<file path="src/rtl/mini_src_ctrl_pkg.sv">
// Shared definitions for the Mini SRC hardwired control unit.
// Holds the opcode map, ALU operation codes, the timing-step state
// encoding and the instruction classes produced by the opcode decoder.
package mini_src_ctrl_pkg;

    localparam int OP_W  = 5;
    localparam int ALU_W = 5;

    // Opcodes as found in IR[31:27].
    localparam logic [OP_W-1:0] OP_LD   = 5'b00000;
    localparam logic [OP_W-1:0] OP_LDI  = 5'b00001;
    localparam logic [OP_W-1:0] OP_ST   = 5'b00010;
    localparam logic [OP_W-1:0] OP_ADD  = 5'b00011;
    localparam logic [OP_W-1:0] OP_SUB  = 5'b00100;
    localparam logic [OP_W-1:0] OP_AND  = 5'b01001;
    localparam logic [OP_W-1:0] OP_OR   = 5'b01010;
    localparam logic [OP_W-1:0] OP_ADDI = 5'b01011;
    localparam logic [OP_W-1:0] OP_ANDI = 5'b01100;
    localparam logic [OP_W-1:0] OP_ORI  = 5'b01101;
    localparam logic [OP_W-1:0] OP_NOP  = 5'b11001;
    localparam logic [OP_W-1:0] OP_HALT = 5'b11010;

    // ALU operation codes driven on alu_control.
    localparam logic [ALU_W-1:0] ALU_ADD = 5'b00001;
    localparam logic [ALU_W-1:0] ALU_SUB = 5'b00010;
    localparam logic [ALU_W-1:0] ALU_AND = 5'b00011;
    localparam logic [ALU_W-1:0] ALU_OR  = 5'b00100;

    // Timing steps T0..T7 occupy the contiguous codes 0111..1110.
    typedef enum logic [3:0] {
        S_RESET = 4'b0000,
        S_PAUSE = 4'b0001,
        S_T0    = 4'b0111,
        S_T1    = 4'b1000,
        S_T2    = 4'b1001,
        S_T3    = 4'b1010,
        S_T4    = 4'b1011,
        S_T5    = 4'b1100,
        S_T6    = 4'b1101,
        S_T7    = 4'b1110,
        S_HALT  = 4'b1111
    } state_e;

    typedef enum logic [2:0] {
        CL_RR,    // register-register ALU
        CL_IMM,   // immediate ALU
        CL_LDI,
        CL_LD,
        CL_ST,
        CL_NOP,
        CL_HALT,
        CL_ILL    // unsupported opcode
    } instr_class_e;

endpackage

</file>
<file path="src/rtl/mini_src_op_decode.sv">
// Combinational opcode decoder for the Mini SRC control unit.
// Ports:
//   op       in  : IR[31:27] opcode
//   iclass   out : instruction class steering the execute steps
//   alu_code out : ALU operation used in T4 (ADD for ldi/ld/st address math)
module mini_src_op_decode
    import mini_src_ctrl_pkg::*;
#(
    parameter int OPW  = 5,
    parameter int ALUW = 5
) (
    input  logic [OPW-1:0]  op,
    output instr_class_e    iclass,
    output logic [ALUW-1:0] alu_code
);

    // NOTE: every output of a combinational block gets a default first, so no
    // path through the case leaves a value unassigned and infers a latch.
    always_comb begin
        iclass   = CL_ILL;
        alu_code = '0;
        case (op)
            OP_ADD:  begin iclass = CL_RR;   alu_code = ALU_ADD; end
            OP_SUB:  begin iclass = CL_RR;   alu_code = ALU_SUB; end
            OP_AND:  begin iclass = CL_RR;   alu_code = ALU_AND; end
            OP_OR:   begin iclass = CL_RR;   alu_code = ALU_OR;  end
            OP_ADDI: begin iclass = CL_IMM;  alu_code = ALU_ADD; end
            OP_ANDI: begin iclass = CL_IMM;  alu_code = ALU_AND; end
            OP_ORI:  begin iclass = CL_IMM;  alu_code = ALU_OR;  end
            OP_LDI:  begin iclass = CL_LDI;  alu_code = ALU_ADD; end
            OP_LD:   begin iclass = CL_LD;   alu_code = ALU_ADD; end
            OP_ST:   begin iclass = CL_ST;   alu_code = ALU_ADD; end
            OP_NOP:  iclass = CL_NOP;
            OP_HALT: iclass = CL_HALT;
            default: iclass = CL_ILL;
        endcase
    end

endmodule

</file>
<file path="src/rtl/mini_src_control_unit.sv">
// Hardwired control sequencer for the Mini SRC datapath.
// A timing-step FSM (RESET, T0..T7, PAUSE, HALT) plus the IR opcode drive
// all datapath controls as Moore outputs.
// Ports:
//   clk, clr (sync active-low reset), ir_op (IR[31:27]), mem_rdy (memory
//   handshake), stop (pause request at instruction boundary)
//   Pout..IRen        : fetch / memory controls
//   Yen..BAout        : ALU path controls
//   Gra..Rout         : register select / enable
//   alu_control       : ALU operation
//   run               : high in T0..T7
//   illegal           : T3 pulse on an unsupported opcode
module mini_src_control_unit
    import mini_src_ctrl_pkg::*;
#(
    parameter int OPW  = 5,
    parameter int ALUW = 5
) (
    input  logic            clk,
    input  logic            clr,
    input  logic [OPW-1:0]  ir_op,
    input  logic            mem_rdy,
    input  logic            stop,
    output logic            Pout,
    output logic            IncPC,
    output logic            MARen,
    output logic            Read,
    output logic            Write,
    output logic            MDRen,
    output logic            MDROut,
    output logic            IRen,
    output logic            Yen,
    output logic            Zen,
    output logic            Cout,
    output logic            ZLOout,
    output logic            BAout,
    output logic            Gra,
    output logic            Grb,
    output logic            Grc,
    output logic            Rin,
    output logic            Rout,
    output logic [ALUW-1:0] alu_control,
    output logic            run,
    output logic            illegal
);

    state_e          state;
    state_e          state_next;
    state_e          entry_state;
    instr_class_e    iclass;
    logic [ALUW-1:0] alu_code;

    mini_src_op_decode #(.OPW(OPW), .ALUW(ALUW)) u_decode (
        .op       (ir_op),
        .iclass   (iclass),
        .alu_code (alu_code)
    );

    // Every instruction boundary diverts to PAUSE while stop is requested.
    assign entry_state = stop ? S_PAUSE : S_T0;

    assign run = !(state inside {S_RESET, S_PAUSE, S_HALT});

    // NOTE: state registers use non-blocking assignment so every flop samples
    // the pre-edge values, independent of block evaluation order.
    always_ff @(posedge clk) begin
        if (!clr) state <= S_RESET;
        else      state <= state_next;
    end

    always_comb begin
        state_next  = state;
        Pout        = 1'b0;
        IncPC       = 1'b0;
        MARen       = 1'b0;
        Read        = 1'b0;
        Write       = 1'b0;
        MDRen       = 1'b0;
        MDROut      = 1'b0;
        IRen        = 1'b0;
        Yen         = 1'b0;
        Zen         = 1'b0;
        Cout        = 1'b0;
        ZLOout      = 1'b0;
        BAout       = 1'b0;
        Gra         = 1'b0;
        Grb         = 1'b0;
        Grc         = 1'b0;
        Rin         = 1'b0;
        Rout        = 1'b0;
        alu_control = '0;
        illegal     = 1'b0;

        case (state)
            S_RESET: state_next = entry_state;
            S_PAUSE: if (!stop) state_next = S_T0;
            S_HALT:  state_next = S_HALT;
            S_T0: begin
                Pout = 1'b1; MARen = 1'b1; IncPC = 1'b1;
                state_next = S_T1;
            end
            S_T1: begin
                Read = 1'b1; MDRen = 1'b1;
                if (mem_rdy) state_next = S_T2;
            end
            S_T2: begin
                MDROut = 1'b1; IRen = 1'b1;
                state_next = S_T3;
            end
            S_T3: begin
                case (iclass)
                    CL_RR, CL_IMM: begin
                        Grb = 1'b1; Rout = 1'b1; Yen = 1'b1;
                        state_next = S_T4;
                    end
                    // BAout forces zero for R0 so ldi/ld/st form base+offset.
                    CL_LDI, CL_LD, CL_ST: begin
                        Grb = 1'b1; BAout = 1'b1; Yen = 1'b1;
                        state_next = S_T4;
                    end
                    CL_NOP:  state_next = entry_state;
                    CL_HALT: state_next = S_HALT;
                    default: begin
                        illegal    = 1'b1;
                        state_next = entry_state;
                    end
                endcase
            end
            S_T4: begin
                Zen         = 1'b1;
                alu_control = alu_code;
                if (iclass == CL_RR) begin
                    Grc = 1'b1; Rout = 1'b1;
                end else begin
                    Cout = 1'b1;
                end
                state_next = S_T5;
            end
            S_T5: begin
                ZLOout = 1'b1;
                if (iclass inside {CL_LD, CL_ST}) begin
                    MARen      = 1'b1;
                    state_next = S_T6;
                end else begin
                    Gra = 1'b1; Rin = 1'b1;
                    state_next = entry_state;
                end
            end
            S_T6: begin
                MDRen = 1'b1;
                if (iclass == CL_LD) begin
                    Read = 1'b1;
                    if (mem_rdy) state_next = S_T7;
                end else begin
                    // Read stays low so the MDR captures the bus (Ra value).
                    Gra = 1'b1; Rout = 1'b1;
                    state_next = S_T7;
                end
            end
            S_T7: begin
                if (iclass == CL_LD) begin
                    MDROut = 1'b1; Gra = 1'b1; Rin = 1'b1;
                    state_next = entry_state;
                end else begin
                    Write = 1'b1;
                    if (mem_rdy) state_next = entry_state;
                end
            end
            default: state_next = S_RESET;
        endcase
    end

endmodule

</file>
<file path="config.mk">
export PLATFORM = sky130hd
export DESIGN_NAME = mini_src_control_unit
export DESIGN_NICKNAME = d
export VERILOG_FILES = /design/src/rtl/mini_src_ctrl_pkg.sv /design/src/rtl/mini_src_op_decode.sv /design/src/rtl/mini_src_control_unit.sv
export SDC_FILE = /design/constraint.sdc
export NUM_CORES = 1
export LEC_CHECK = 0
export BUFFER_PORTS_ARGS = -buffer_cell sky130_fd_sc_hd__buf_2
export CELL_PAD_IN_SITES_DETAIL_PLACEMENT = 1
export CELL_PAD_IN_SITES_GLOBAL_PLACEMENT = 1
export CORE_UTILIZATION = 25
export DETAILED_ROUTE_END_ITERATION = 10
export PLACE_DENSITY_LB_ADDON = 0.1
export SETUP_SLACK_MARGIN = 0.1
export SYNTH_ARGS = -nofsm -noshare
export SYNTH_HDL_FRONTEND = slang
export SYNTH_SLANG_ARGS = --single-unit
</file>
<file path="constraint.sdc">
create_clock -name clk -period 4.93 [get_ports clk]
set_clock_uncertainty 0.1 [all_clocks]
set_input_delay 0.986 -clock clk [delete_from_list [all_inputs] [get_ports clk]]
set_output_delay 0.986 -clock clk [all_outputs]
set_load 0.03 [all_outputs]
</file>
[Yosys cells after proc, flatten, opt, wreduce, memory -nomap -nowiden]
Cells that the tools add are included.
Word-level totals
  flip-flop bits (word level): 4
  bits of input ports: 9
  output and inout port bits: 25
  logic and storage cells: 89
Cells by class
  equality and inequality tests: 31
  muxes and demuxes: 40
  reductions and logical operators: 17
Operators with widths (number)
  4-bit one-hot mux with 11 select lines: 1
  4-bit equality test (second input constant): 8
  4-bit two-way mux: 7
  5-bit by 4-bit equality test with 1-bit output (second input constant): 5
  1-bit two-way mux: 21
  3-bit one-hot mux with 7 select lines: 1
  3-bit one-hot mux with 4 select lines: 1
  5-bit by 2-bit equality test with 1-bit output (second input constant): 2
  5-bit equality test (second input constant): 2
  5-bit OR reduction: 2
  3-bit equality test (second input constant): 3
  1-bit one-hot mux with 2 select lines: 4
  4-bit one-hot mux with 2 select lines: 1
  2-bit OR reduction: 4
  7-bit OR reduction: 1
  3-bit by 2-bit equality test with 1-bit output (second input constant): 2
  3-bit != test (second input constant): 2
  1-bit one-hot mux with 3 select lines: 2
  3-bit OR reduction: 2
  5-bit by 1-bit equality test with 1-bit output (second input constant): 1
  5-bit by 3-bit equality test with 1-bit output (second input constant): 1
  5-bit logical NOT: 1
  5-bit two-way mux: 1
  4-bit by 1-bit equality test with 1-bit output (second input constant): 1
  11 further kinds: 12

[Depth between registers and ports, before layout]
  depth after elaboration: 7
  gate-level depth with buffers: 7

[Cells and area by module]
Synthesis repeated with hierarchy kept, for this count alone.
Second synthesis, totals
  cells, all modules: 148
  area total of the unflattened synthesis: 1034.7 um2
Modules (own cells, without submodules)
  mini_src_control_unit: instances 1, cells each 119, area an instance 812.0 um2
  mini_src_op_decode: instances 1, cells each 29, area an instance 222.7 um2

[Worst setup path after synthesis]
Ideal clock, no wire load.
  kind: input-to-output
  start point: input ir_op[2]
  end point: output Gra
  data arrival time: 2.448 ns
  path slack: 1.396 ns
  cell stages on the path: 4
  buffers on the path: 1
  path through: buf_6 nor4_4 o211ai_1 a211oi_1
On the way
  cells in the longest elaborated chain, start to end: 7
  elaborated cells between the ends (all ways): 22
Ends and longest elaborated chain
  start, declared: RTL line mini_src_control_unit.sv:21  | input logic [OPW-1:0] ir_op,
  5-bit by 2-bit equality test with 1-bit output (tied with other cells): RTL line mini_src_op_decode.sv:22  | case (op)
  4-bit OR reduction (no source line) or 3-bit OR reduction (tied branches)
  3-bit one-hot mux with 7 select lines *: RTL line mini_src_op_decode.sv:22
  3-bit by 2-bit equality test with 1-bit output or 3-bit equality test (tied branches): RTL line mini_src_control_unit.sv:141, mini_src_control_unit.sv:151, mini_src_control_unit.sv:161
  2-bit nonzero test: RTL line mini_src_control_unit.sv:141  | if (iclass inside {CL_LD, CL_ST}) begin
  1-bit two-way mux: RTL line mini_src_control_unit.sv:141
  1-bit one-hot mux with 3 select lines *: RTL line mini_src_control_unit.sv:94  | case (state)
  end, declared: RTL line mini_src_control_unit.sv:37  | output logic Gra,
Every way passes the cells marked *; elsewhere a longest branch is shown, timed or not.

[Worst setup path after layout]
  start point: input ir_op[1]
  end point: output Gra
The elaborated chain is that of the path after synthesis.

==> run_results.csv <==
group,metric,value,unit
clock_network,htree_levels,1,
layout,largest_register_ffs,4,
global_route,track_usage,0.169,
clock_network,cts_root_buf,"clkbuf_8",
synth,synthArstFlopShare,0,
timing,maxSlewViolCount,0,
timing,layout_min_cycle_time,3.56,ns
layout,mostFrequentLayoutCell,"buf_2",
critical_path,cp_common_cell,"buf_2",
synth,seq_area_frac_synth,0.0861,
drt,first_pass_iters,4,
critical_path,crit_arrival,2.48,ns
die,num_io_pins,34,
layout,antenna-diode-count,0,
layout,fillers,447,
layout,mostFrequentLayoutCells,"buf_2 (31), nor2_1 (15), nor3_1 (11), a21oi_1 (11), nand2_1 (10)",
clock_network,hold_buffers,0,
critical_path,cpPeakStageDelay,0.37,ns
critical_path,crit_required,3.84,ns
drt,detail_route.wl_per_cell,15.4,microns
critical_path,path_cells,"buf_2 -> or2_4 -> nor4_4 -> o211ai_1 -> a211oi_1 -> buf_2",
synth,synth_seq_cells,4,
synth,syn_inst,140,
layout,regMostFlops,"state",
clock_network,cts_buffers,3,
timing,worst_pin_slew,0.760,ns
layout,drive_gt1_frac,0.285,
die,die_h,63.0,microns
timing,finalHoldViolCount,0,
synth,ys_types,52,
run,maxCapViolCount,0,
pwr,p_total,308,uW
drt,vias,1100,
pwr,power_density,281,nW/um^2
drt,finalWirelength,3.14,mm
pwr,ir_worst_vdd,0.223,mV
die,die_w,63.0,microns
global_route,grt_pass1_vias,1101,
pwr,leakagePower,0.000468,uW
min_path,min_path_type,"reg -> reg",
critical_path,crit_path_top_delay_cell,"nor4_4",
layout,area_growth,17.9,%
placed_design,io_buffers,31,
drt,dr.first_iter.drc_count,33,
timing,rsz0062_at_grt,"no",
global_route,antenna_found_initial,0,
synth,ys.flop_type,"dfxtp_1",
clock_network,worstSkewPairLatency,0.21,ns
timing,setup_viol,0,
global_route,grt_pass1_wl,5.52,mm
die,die_area,3970,sq um
global_route,grt_max_degree,21,
timing,fmax,281,MHz
timing,finalSetupTns,0,ns
global_route,gr-total-overflow,0,
clock_network,clock-sinks,4,
die,start_util,0.270,
drt,ant_nets,0,
critical_path,worstSetupPathType,"in -> out",
timing,final.period_utilization,0.722,
drt,avgViaCountPerCell,5.39,
clock_network,post_cts_resized,0,
clock_network,post_cts_buffers,0,
synth,synth.yosys.warnings,0,
outcome,status,"completed",
drt,drcViolationCount,0,
synth,synth_edf_count,0,
synth,netlist_area,930,sq um
clock_network,path_clk_slew,0.03,ns
critical_path,path_delay_family,"simple AND/OR/NAND/NOR gates",
die,core,3440,sq um
layout,nets,169,
clock_network,cts_tree,"done",
placed_design,hpwl,2.34,mm
critical_path,crit_path_start_kind,"primary input",
critical_path,worst-path-buf-inv,2,
critical_path,worst_setup_path_end_kind,"output pin",
critical_path,worstPathMaxFanout,13,
timing,relSlewSlack,0.493,
clock_network,cts.path.max_buffers,2,
layout,largest_registers,"state x4",
synth,syn_area_per_cell,6.64,sq um
placed_design,routabilityCongestion,0.789,
die,rows,21,
## final timing paths
path / startpoint / endpoint / slack [ns] / depth (start not counted)
worst min register to register: state[2] / state[3] / 0.68 / 2
worst max-delay path: ir_op[1] / Gra / 1.37 / 6
worst max register to register: state[1] / state[2] / 2.88 / 4
worst min-delay path: state[2] / state[3] / 0.68 / 2
## report_power, final
group	switching [uW]	total [uW]	internal [uW]
sequential	46.1	87.2	41.1
combinational	92.3	154	62.1
clock	14.8	66.6	51.8
## stage by stage
step / hold slack (ns) / utilization / setup WS, ns / std cells / cell area [sq um]
after floorplan: 0.636 / - / 1.40 / 141 / 933
after CTS: 0.684 / 0.318 / 1.36 / 204 / 1100
after global routing: 0.755 / 0.318 / 1.28 / 204 / 1100
after detailed placement: 0.677 / 0.306 / 1.36 / 201 / 1050
final: 0.677 / 0.318 / 1.37 / 204 / 1100
after global placement: 0.668 / 0.306 / 1.38 / 201 / 1050
## cell families after synthesis
logic type                Yosys count  share of synthesized area
xor gates and xnor gates            1                    0.00942
and+or+nand+nor                    64                      0.396
buffers and inverters              24                      0.127
muxes                               2                     0.0229
other                               1                    0.00403
AOI/OAI and AO/OA                  44                      0.355
DFF                                 4                     0.0861
## layer usage
layer	global-route usage	vias up	part of all wire
met4	0.0262	0	0.0026
met5	0	-	0
met2	0.255	27	0.42
met3	0.0255	2	0.036
li1	-	547	-
met1	0.252	524	0.54
## area by class of cell
type	count	area, sq um	area share
multi-input combinational	113	736	0.671
timing repair buffer	31	155	0.142
sequential	4	80.1	0.0731
tap	46	57.6	0.0525
clock buffer	3	41.3	0.0377
inverter	7	26.3	0.0240
## tightest hold or removal path, delay by kind of cell (launching register included)
kind,cells,cell delay (ns)
AND/OR/NAND/NOR,1,0.16
flip-flops,1,0.51
AO/OA/AOI/OAI,1,0.06
## cells in the mapped netlist (all sizes together), types with 2 or more instances
library cell	count	area share
a211oi	2	0.016
a21o	2	0.016
a21oi	11	0.059
a31oi	2	0.013
and3	2	0.013
buf	9	0.066
clkbuf	8	0.032
dfxtp	4	0.086
inv	7	0.028
nand2	10	0.040
nand2b	3	0.020
nand3	4	0.022
nand4b	2	0.019
nor2	15	0.061
nor2b	7	0.047
nor3	12	0.070
nor3b	2	0.016
nor4	2	0.030
o211a	2	0.022
o21ai	7	0.038
or4	3	0.032
No activity file was read; power rests on OpenSTA's default activity.
